$ cat config.mk
export PLATFORM = sky130hd
export DESIGN_NAME = line_fill_arbiter_flat
export DESIGN_NICKNAME = d
export VERILOG_FILES = /design/src/rtl/line_fill_arbiter_if.sv /design/src/rtl/line_fill_arbiter.sv /design/src/flat_wrapper.sv
export SDC_FILE = /design/constraint.sdc
export NUM_CORES = 1
export LEC_CHECK = 0
export CORE_UTILIZATION = 30
export DETAILED_ROUTE_END_ITERATION = 7
export PLACE_DENSITY = 0.8
export SLEW_MARGIN = 20
export SYNTH_ARGS = -nofsm -noshare
export SYNTH_HDL_FRONTEND = slang
export SYNTH_SLANG_ARGS = --single-unit
$ cat constraint.sdc
create_clock -name clk -period 1.7 [get_ports clk]
set_input_delay 0.425 -clock clk [delete_from_list [all_inputs] [get_ports clk]]
set_output_delay 0.425 -clock clk [all_outputs]
set_load 0.02 [all_outputs]
$ cat src/rtl/line_fill_arbiter_if.sv
// Requester and AXI4 read-channel signals of the line-fill arbiter, bundled.
// slave: arbiter side; master: requesters plus the L2/memory read port.
interface line_fill_arbiter_if #(
    parameter int ADDR_WIDTH = 32,
    parameter int DATA_WIDTH = 32
);
    logic [1:0]              req_valid;
    logic [1:0]              req_ready;
    logic [2*ADDR_WIDTH-1:0] req_addr;

    logic [1:0]              fill_valid;
    logic [DATA_WIDTH-1:0]   fill_data;
    logic                    fill_last;
    logic                    fill_err;
    logic                    proto_err;

    logic [ADDR_WIDTH-1:0]   m_araddr;
    logic [7:0]              m_arlen;
    logic [2:0]              m_arsize;
    logic [1:0]              m_arburst;
    logic                    m_arvalid;
    logic                    m_arready;

    logic [DATA_WIDTH-1:0]   m_rdata;
    logic [1:0]              m_rresp;
    logic                    m_rlast;
    logic                    m_rvalid;
    logic                    m_rready;

    modport slave (
        input  req_valid, req_addr,
        output req_ready,
        output fill_valid, fill_data, fill_last, fill_err, proto_err,
        output m_araddr, m_arlen, m_arsize, m_arburst, m_arvalid,
        input  m_arready,
        input  m_rdata, m_rresp, m_rlast, m_rvalid,
        output m_rready
    );

    modport master (
        output req_valid, req_addr,
        input  req_ready,
        input  fill_valid, fill_data, fill_last, fill_err, proto_err,
        input  m_araddr, m_arlen, m_arsize, m_arburst, m_arvalid,
        output m_arready,
        output m_rdata, m_rresp, m_rlast, m_rvalid,
        input  m_rready
    );
endinterface

$ cat src/rtl/line_fill_arbiter.sv
// Round-robin share of one AXI4 read port between I-cache (0) and D-cache (1) line fills.
// Latency: request accepted in IDLE, AR issued next cycle, R beats passed through combinationally.
// Backpressure: AR held until m_arready; R is never backpressured; one burst outstanding.
module line_fill_arbiter #(
    parameter int ADDR_WIDTH = 32,
    parameter int DATA_WIDTH = 32,
    parameter int LINE_WORDS = 8
) (
    input logic                clk,
    input logic                rst_n,
    line_fill_arbiter_if.slave bus
);

    localparam int OFFSET_BITS = $clog2(LINE_WORDS * DATA_WIDTH / 8);
    localparam int CNT_W       = $clog2(LINE_WORDS);

    localparam logic [CNT_W-1:0]      LAST_BEAT   = CNT_W'(LINE_WORDS - 1);
    localparam logic [ADDR_WIDTH-1:0] LINE_MASK   = {ADDR_WIDTH{1'b1}} << OFFSET_BITS;
    localparam logic [2:0]            SIZE_4_BYTE = 3'b010;
    localparam logic [1:0]            BURST_INCR  = 2'b01;
    localparam logic [1:0]            RESP_OKAY   = 2'b00;

    localparam logic [1:0] ST_IDLE = 2'd0;
    localparam logic [1:0] ST_ADDR = 2'd1;
    localparam logic [1:0] ST_DATA = 2'd2;

    logic [1:0]            state_q,      state_d;
    logic                  last_grant_q, last_grant_d;
    logic [ADDR_WIDTH-1:0] araddr_q,     araddr_d;
    logic                  arvalid_q,    arvalid_d;
    logic [CNT_W-1:0]      cnt_q,        cnt_d;
    logic                  err_acc_q,    err_acc_d;
    logic                  proto_err_q,  proto_err_d;

    logic                  any_req;
    logic                  win;
    logic [ADDR_WIDTH-1:0] win_addr;
    logic                  in_data;
    logic                  beat_err;

    // The requester that did not win last time has priority; otherwise whoever is asking.
    always_comb begin
        any_req = |bus.req_valid;
        win     = 1'b0;
        if (bus.req_valid[~last_grant_q]) begin
            win = ~last_grant_q;
        end else begin
            win = ~bus.req_valid[0];
        end
        win_addr = win ? bus.req_addr[2*ADDR_WIDTH-1:ADDR_WIDTH]
                       : bus.req_addr[ADDR_WIDTH-1:0];
    end

    assign in_data  = (state_q == ST_DATA);
    assign beat_err = (bus.m_rresp != RESP_OKAY);

    always_comb begin
        state_d      = state_q;
        last_grant_d = last_grant_q;
        araddr_d     = araddr_q;
        arvalid_d    = arvalid_q;
        cnt_d        = cnt_q;
        err_acc_d    = err_acc_q;
        proto_err_d  = proto_err_q;

        case (state_q)
            ST_IDLE: begin
                if (any_req) begin
                    araddr_d     = win_addr & LINE_MASK;
                    last_grant_d = win;
                    arvalid_d    = 1'b1;
                    state_d      = ST_ADDR;
                end
            end
            ST_ADDR: begin
                if (bus.m_arready) begin
                    arvalid_d = 1'b0;
                    state_d   = ST_DATA;
                end
            end
            ST_DATA: begin
                if (bus.m_rvalid) begin
                    if (bus.m_rlast) begin
                        if (cnt_q != LAST_BEAT) begin
                            proto_err_d = 1'b1;
                        end
                        cnt_d     = '0;
                        err_acc_d = 1'b0;
                        state_d   = ST_IDLE;
                    end else begin
                        // Overlong burst: flag it, hold the count, keep draining until rlast.
                        if (cnt_q == LAST_BEAT) begin
                            proto_err_d = 1'b1;
                        end else begin
                            cnt_d = cnt_q + CNT_W'(1);
                        end
                        err_acc_d = err_acc_q | beat_err;
                    end
                end
            end
            default: begin
                state_d = ST_IDLE;
            end
        endcase
    end

    always_ff @(posedge clk or negedge rst_n) begin
        if (!rst_n) begin
            state_q      <= ST_IDLE;
            last_grant_q <= 1'b1;
            araddr_q     <= '0;
            arvalid_q    <= 1'b0;
            cnt_q        <= '0;
            err_acc_q    <= 1'b0;
            proto_err_q  <= 1'b0;
        end else begin
            state_q      <= state_d;
            last_grant_q <= last_grant_d;
            araddr_q     <= araddr_d;
            arvalid_q    <= arvalid_d;
            cnt_q        <= cnt_d;
            err_acc_q    <= err_acc_d;
            proto_err_q  <= proto_err_d;
        end
    end

    assign bus.req_ready  = (state_q == ST_IDLE && any_req) ? (win ? 2'b10 : 2'b01) : 2'b00;

    assign bus.m_araddr   = araddr_q;
    assign bus.m_arvalid  = arvalid_q;
    assign bus.m_arlen    = 8'(LINE_WORDS - 1);
    assign bus.m_arsize   = SIZE_4_BYTE;
    assign bus.m_arburst  = BURST_INCR;
    assign bus.m_rready   = in_data;

    assign bus.fill_valid = (in_data && bus.m_rvalid) ? (last_grant_q ? 2'b10 : 2'b01) : 2'b00;
    assign bus.fill_data  = in_data ? bus.m_rdata : '0;
    assign bus.fill_last  = in_data & bus.m_rvalid & bus.m_rlast;
    assign bus.fill_err   = bus.fill_last & (err_acc_q | beat_err);
    assign bus.proto_err  = proto_err_q;

endmodule

$ cat src/flat_wrapper.sv
// flat-port wrapper written by rule: the top's interface ports become plain ports
module line_fill_arbiter_flat 
#(
    parameter int ADDR_WIDTH = 32,
    parameter int DATA_WIDTH = 32,
    parameter int LINE_WORDS = 8
)
  (clk, rst_n, bus_req_valid, bus_req_addr, bus_req_ready, bus_fill_valid, bus_fill_data, bus_fill_last, bus_fill_err, bus_proto_err, bus_m_araddr, bus_m_arlen, bus_m_arsize, bus_m_arburst, bus_m_arvalid, bus_m_arready, bus_m_rdata, bus_m_rresp, bus_m_rlast, bus_m_rvalid, bus_m_rready);
  line_fill_arbiter_if #(.ADDR_WIDTH(ADDR_WIDTH), .DATA_WIDTH(DATA_WIDTH)) bus_i ();
  input logic clk;
  input logic rst_n;
  input wire logic [$bits(bus_i.req_valid)-1:0] bus_req_valid;
  input wire logic [$bits(bus_i.req_addr)-1:0] bus_req_addr;
  output wire logic [$bits(bus_i.req_ready)-1:0] bus_req_ready;
  output wire logic [$bits(bus_i.fill_valid)-1:0] bus_fill_valid;
  output wire logic [$bits(bus_i.fill_data)-1:0] bus_fill_data;
  output wire logic [$bits(bus_i.fill_last)-1:0] bus_fill_last;
  output wire logic [$bits(bus_i.fill_err)-1:0] bus_fill_err;
  output wire logic [$bits(bus_i.proto_err)-1:0] bus_proto_err;
  output wire logic [$bits(bus_i.m_araddr)-1:0] bus_m_araddr;
  output wire logic [$bits(bus_i.m_arlen)-1:0] bus_m_arlen;
  output wire logic [$bits(bus_i.m_arsize)-1:0] bus_m_arsize;
  output wire logic [$bits(bus_i.m_arburst)-1:0] bus_m_arburst;
  output wire logic [$bits(bus_i.m_arvalid)-1:0] bus_m_arvalid;
  input wire logic [$bits(bus_i.m_arready)-1:0] bus_m_arready;
  input wire logic [$bits(bus_i.m_rdata)-1:0] bus_m_rdata;
  input wire logic [$bits(bus_i.m_rresp)-1:0] bus_m_rresp;
  input wire logic [$bits(bus_i.m_rlast)-1:0] bus_m_rlast;
  input wire logic [$bits(bus_i.m_rvalid)-1:0] bus_m_rvalid;
  output wire logic [$bits(bus_i.m_rready)-1:0] bus_m_rready;
  assign bus_i.req_valid = bus_req_valid;
  assign bus_i.req_addr = bus_req_addr;
  assign bus_req_ready = bus_i.req_ready;
  assign bus_fill_valid = bus_i.fill_valid;
  assign bus_fill_data = bus_i.fill_data;
  assign bus_fill_last = bus_i.fill_last;
  assign bus_fill_err = bus_i.fill_err;
  assign bus_proto_err = bus_i.proto_err;
  assign bus_m_araddr = bus_i.m_araddr;
  assign bus_m_arlen = bus_i.m_arlen;
  assign bus_m_arsize = bus_i.m_arsize;
  assign bus_m_arburst = bus_i.m_arburst;
  assign bus_m_arvalid = bus_i.m_arvalid;
  assign bus_i.m_arready = bus_m_arready;
  assign bus_i.m_rdata = bus_m_rdata;
  assign bus_i.m_rresp = bus_m_rresp;
  assign bus_i.m_rlast = bus_m_rlast;
  assign bus_i.m_rvalid = bus_m_rvalid;
  assign bus_m_rready = bus_i.m_rready;
  line_fill_arbiter #(.ADDR_WIDTH(ADDR_WIDTH), .DATA_WIDTH(DATA_WIDTH), .LINE_WORDS(LINE_WORDS)) u_core (.clk(clk), .rst_n(rst_n), .bus(bus_i));
endmodule
==> results of run 1 <==
[per-stage QoR]
step,instances,cell area (um^2),utilization
after floorplan,210,2067,-
after global placement,437,3745,0.5864
after detailed placement,437,3745,0.5864
after CTS,451,4060,0.6358
after global routing,453,4129,0.6466
final,453,4129,0.6466
[placed cells by master, fill, tap and decap left out]
| master | synthesis | routed |
|---|---|---|
| diode_2 | 0 | 1 |
| clkdlybuf4s50_1 | 0 | 93 |
| dfstp_2 | 1 | 1 |
| buf_8 | 0 | 1 |
| clkinv_2 | 0 | 1 |
| and3_1 | 29 | 27 |
| dlygate4sd2_1 | 0 | 12 |
| nand3b_1 | 2 | 2 |
| o21ai_2 | 0 | 1 |
| nor2_4 | 0 | 2 |
| and3_4 | 0 | 2 |
| nor2_2 | 0 | 1 |
| nor2b_4 | 0 | 1 |
| o21ai_0 | 3 | 3 |
| mux2_2 | 1 | 1 |
| a21o_1 | 1 | 1 |
| buf_12 | 0 | 4 |
| o31a_1 | 1 | 1 |
| buf_2 | 4 | 1 |
| and2_1 | 33 | 3 |
| buf_6 | 3 | 40 |
| o21bai_1 | 2 | 2 |
| clkinvlp_4 | 0 | 1 |
| inv_1 | 4 | 4 |
| a21boi_2 | 1 | 1 |
| a221o_1 | 27 | 27 |
| a21oi_1 | 1 | 1 |
| buf_4 | 18 | 21 |
| conb_1 | 2 | 18 |
| ha_1 | 3 | 3 |
| o41ai_1 | 2 | 2 |
| nor2_1 | 5 | 2 |
| clkbuf_8 | 0 | 5 |
| bufinv_16 | 0 | 1 |
| dlymetal6s2s_1 | 0 | 17 |
| nand2_1 | 5 | 5 |
| dfrtp_1 | 35 | 35 |
| nand2b_1 | 2 | 2 |
| and2_4 | 0 | 30 |
[routing by layer]
layer	up-vias	wire length, um	track usage
li1	1021	-	-
met1	1042	3132	0.2689
met2	81	3798	0.3585
met3	2	369	0.04253
met4	0	15	0.04468
met5	-	0	0
[critical path, stage by stage (launching register included)]
cell and delay, ns:
dfrtp_1 0.42, buf_6 0.14, nand3b_1 0.18, nor2_2 0.13
o31a_1 0.16, buf_6 0.12
[logic make-up after synthesis]
kind of cell / after synthesis / share of synthesized area
flip-flops: 36 / 0.4503
multiplexers: 1 / 0.005621
buffers and inverters: 36 / 0.1149
AO/OA/AOI/OAI: 39 / 0.1774
AND/OR/NAND/NOR: 77 / 0.2292
adder cells (fa/ha/maj): 3 / 0.01874
other: 2 / 0.003749
[area by class of cell]
class	instances	area, um^2
Clock inverter	3	42.54
Sequential cell	36	902.1
Timing Repair Buffer	189	1957
Tap cell	77	96.34
Antenna cell	1	2.502
Fill cell	511	2257
Inverter	4	15.01
Multi-Input combinational cell	138	1045
Clock buffer	5	68.82
[state kept, by name, indices dropped and copies added (netlist names)]
signal	cells
u_core.err_acc_q	1
u_core.cnt_q	3
u_core.last_grant_q	1
u_core.bus.m_arvalid	1
u_core.bus.proto_err	1
u_core.state_q	2
u_core.bus.m_araddr	27
[how the worst max path moves through the flow]
stage	endpoint	slack (ns)	cells after the start
2_1_floorplan	bus_fill_err	0.003	3
3_3_place_gp	bus_req_ready[1]	-0.59	4
3_5_place_dp	bus_fill_valid[0]	-0.64	5
4_1_cts	bus_fill_err	-0.18	5
5_1_grt	bus_fill_err	-0.26	5
6_report	bus_fill_err	-0.15	5
[power by group through the flow]
| stage | clock, mW | combinational (mW) | sequential [mW] |
|---|---|---|---|
| 6_report | 0.755 | 3.94 | 1.51 |
| 4_1_cts | 0.775 | 3.96 | 1.52 |
| 2_1_floorplan | 0 | 1.44 | 1.91 |
| 5_1_grt | 0.809 | 4.19 | 1.56 |
| 3_5_place_dp | 0 | 3.58 | 1.51 |
| 3_3_place_gp | 0 | 3.50 | 1.51 |
[timing repair]
item                       4_1_cts  5_1_grt
buffers inserted                 5        4
resized for setup              281       29
pin swaps                        5        3
setup endpoints to repair       51       56
gates cloned                     1        0
==> flow_summary.yaml, run 1 <==
logic_synthesis:
  ys_warn_count: 0
  synth_cell_types: 26
  ys.flop_type: "dfrtp_1"
  yosys-top-cells-area: "dfrtp_1, a221o_1, and2_1"
  ys_seq_area_frac: 0.4503
  ys_ff_latch: 36
  synth.most_common_cell: "dfrtp_1"
  synth_common_cells: "dfrtp_1, and2_1, and3_1"
  synth_edf_count: 0
  synth_top_area_share: 0.4372
  async_flop_share: 1.000
  synth_area_per_cell_um2: 10.33
  syn_area_um2: 2003
  yosysTopAreaCell: "dfrtp_1"
  syn_inst: 194
final_layout:
  drive_gt1_frac: 0.3067
  area_delta_synth_final_pct: 106.1
  final_nets: 482
placement:
  dp_slack_ns: -0.6404
  gp_congestion: 0.8158
  place_hpwl_um: 5369
  portBuffers: 162
timing:
  holdWs_ns: 0.06705
  worst_slack_ns: -0.1533
  timing.fmax_mhz: 539.6
  slew_violations: 0
  min_period_over_period: 1.090
  clock_skew_ns: 0.006826
  finalHoldViolations: 0
  fin_crit_ns: 1.853
  fin_setup_tns_ns: -3.188
  rsz0062_at_grt: "true"
  setup_violations: 38
power_and_ir_drop:
  power_mw: 6.212
  p_leak_nw: 2.163
  sw_frac_of_total: 0.3903
  seq_power_share: 0.244
  clockPowerShare: 0.122
  power.internal_mw: 3.787
  p_per_area_nw_per_um2: 1504
  vdd_drop_max_mv: 0.8596
  p_comb_frac: 0.635
  p_switching_mw: 2.425
detailed_routing:
  vias: 2146
  routedWlPerCell_um: 16.15
  drtPass1Iterations: 4
  routed_via_density: 4.737
  drtAntennaViolNets: 0
  first_iter_violations: 134
  drt_wl_total_um: 7315
  drc: 0
status:
  status: "complete, but fails checks"
  violations: "negative setup slack"
floorplanning:
  fp-row-count: 29
  ios: 191
  coreArea_um2: 6386
  dieArea_um2: 7008
  die_height_um: 83.72
  start_util: 0.3137
  die_w_um: 83.72
setup_path:
  cp.required_ns: 1.27
  r2r_start: "u_core.state_q[0]"
  cp-end-kind: "output port"
  worstPathArrival_ns: 1.43
  start_kind: "flip-flop"
  critPathKind: "flip-flop to output port"
  worst-r2r-setup-slack_ns: 0.05
  r2r_end: "u_core.bus.m_araddr[26]"
  rr_worst_depth: 8
  critPathLaunch: "u_core.state_q[0]"
  path_max_fanout: 2
global_route:
  grt_overflow: 0
  grt_pass1_vias: 2199
  grt_usage: 0.2079
  grt_max_degree: 28
  grt_first_pass_wirelength_um: 11530
  antenna_found_initial: 1
clock_network:
  clk_path_buf_depth: 2
  root_buffer: "clkbuf_8"
  clkTransAtPathRegs_ns: 0.08
  clock_latency_ns: 0.29
  cts_tree: "done"
  h-tree-depth: 2
  cts_made_buffers: 5
  clock-sinks: 36
  holdBufCountCts: 0
min_path:
  hold_path_class: "primary input to async pin"
run:
  drv_cap: 0
Power figures use the tool's default switching activity.
==> run 2: changes to the inputs <==
--- a/config.mk
+++ b/config.mk
@@ -5,10 +5,11 @@
 export SDC_FILE = /design/constraint.sdc
 export NUM_CORES = 1
 export LEC_CHECK = 0
-export CORE_UTILIZATION = 30
+export CORE_UTILIZATION = 31
+export CTS_BUF_LIST = sky130_fd_sc_hd__clkbuf_8
 export DETAILED_ROUTE_END_ITERATION = 7
-export PLACE_DENSITY = 0.8
-export SLEW_MARGIN = 20
+export PLACE_DENSITY = 0.83
+export SLEW_MARGIN = 10
 export SYNTH_ARGS = -nofsm -noshare
 export SYNTH_HDL_FRONTEND = slang
 export SYNTH_SLANG_ARGS = --single-unit
==> run 2 against run 1 <==
Sequential power barely moved. Global-route usage barely moved. Power fell by 4.1%. Count of clock-buffer cells in the layout did not move. The run still ends with negative setup slack left. Clock skew fell by 0.0042 ns. Clock power fell by 2%. Highest routed layer unchanged. Fmax rose by 4.3%. Die area fell by 3.2%.
==> flow_summary.yaml, run 2 (synthesized netlist as in run 1, its figures left out) <==
power_and_ir_drop:
  p_per_area_nw_per_um2: 1480
  vdd_drop_max_mv: 0.7868
  p_leak_nw: 2.167
clock_network:
  clk_path_buf_depth: 2
  clkTransAtPathRegs_ns: 0.07
  clock-sinks: 36
  root_buffer: "clkbuf_8"
  holdBufCountCts: 0
  cts_tree: "done"
  cts_made_buffers: 5
  h-tree-depth: 2
  clock_latency_ns: 0.28
placement:
  dpl-instance-area_um2: 3730
  place_hpwl_um: 5404
  gp_congestion: 0.7828
  portBuffers: 162
run:
  drv_cap: 0
final_layout:
  final_common_cell: "clkdlybuf4s50_1"
  area_delta_synth_final_pct: 100.9
  final_nets: 482
  mostFrequentLayoutCells: "clkdlybuf4s50_1, buf_6, dfrtp_1"
  fin_area_um2: 4025
  fillCellCount: 517
  drive_gt1_frac: 0.2613
  largest_reg_flops: 27
timing:
  fin_setup_tns_ns: -1.943
  min_period_over_period: 1.046
  clock_skew_ns: 0.002659
  finalHoldViolations: 0
  setup_violations: 37
  rsz0062_at_grt: "true"
  timing.fmax_mhz: 562.5
  holdWs_ns: 0.06203
  worst_slack_ns: -0.07778
  slew_violations: 0
  fin_crit_ns: 1.778
floorplanning:
  die_w_um: 82.39
  fp-row-count: 28
  dieArea_um2: 6787
  ios: 191
  die_height_um: 82.39
  coreArea_um2: 6061
  start_util: 0.3305
global_route:
  grt_usage: 0.2081
  grt_pass1_vias: 2038
  antenna_found_initial: 0
  grt_overflow: 0
  grt_max_degree: 28
  grt_first_pass_wirelength_um: 10380
detailed_routing:
  routed_via_density: 4.718
  vias: 2128
  drt_wl_total_um: 7146
  drc: 0
  drtAntennaViolNets: 0
  drtPass1Iterations: 4
  first_iter_violations: 76
  routedWlPerCell_um: 15.84
status:
  violations: "negative setup slack"
  status: "complete, but fails checks"
setup_path:
  cp-end-kind: "output port"
  path_max_fanout: 5
  critPathKind: "flip-flop to output port"
  cp.required_ns: 1.27
  worstPathArrival_ns: 1.35
  start_kind: "flip-flop"
min_path:
  hold_path_class: "primary input to async pin"
## run 2: cell type report
class | count | area, um^2 | share of cell area
diodes | 1 | 2.502 | 0.0006217
flip-flops and latches | 36 | 903.4 | 0.2244
repair buffers | 189 | 1894 | 0.4706
clock inverters | 3 | 38.79 | 0.009636
clock buffers | 5 | 68.82 | 0.01710
well taps | 75 | 93.84 | 0.02331
multi-input cells | 138 | 1008 | 0.2505
inverters | 4 | 15.01 | 0.003730
## run 2: worst paths after layout
check                                startpoint                 endpoint  slack, ns  cells after the start
setup / recovery              u_core.state_q[1]        bus_fill_data[23]      -0.08                      4
hold / removal                            rst_n        u_core.state_q[1]       0.06                      1
setup reg to reg              u_core.state_q[1]  u_core.bus.m_araddr[25]       0.08                      6
hold reg to reg            u_core.bus.proto_err     u_core.bus.proto_err       0.48                      1
max in group asynchronous                 rst_n         u_core.err_acc_q       1.05                      2
min in group clk           u_core.bus.proto_err     u_core.bus.proto_err       0.48                      1
## run 2: where the power goes
part           internal, mW  total, mW  leakage (nW)  switching (mW)
Clock                 0.429      0.738        0.0593           0.309
Combinational          1.88       3.69          1.67            1.81
Sequential             1.28       1.53         0.439           0.246
Total                  3.59       5.96          2.17            2.36
## run 2: timing repair
item,4_1_cts,5_1_grt
setup endpoints to repair,51,83
buffers inserted,3,1
cloned,2,0
resized for setup,246,36
pin swaps,5,7
hold endpoints to repair,0,0
## run 2: through the flow
step	std cells	utilization	worst slack (ns)	total power, mW
after global placement	437	0.6154	-0.5986	5.004
after global routing	450	0.6637	-0.1736	6.297
after CTS	450	0.6476	-0.1167	5.982
final	451	0.6641	-0.07778	5.956
after detailed placement	437	0.6154	-0.6271	5.088
after floorplan	210	-	0.003006	3.356
## run 2: worst max-delay path, cell delays in order, from the launching register on
cell and delay [ns]:
dfrtp_1 0.39, nor2b_4 0.23, buf_2 0.17, and2_1 0.14, buf_4 0.14
## run 2: per-layer routing
layer,track usage,part of all wire,up-vias
met5,0,0,-
li1,-,-,1025
met2,0.3562,0.52,83
met1,0.2620,0.41,1012
met3,0.04835,0.055,8
met4,0.05439,0.011,0
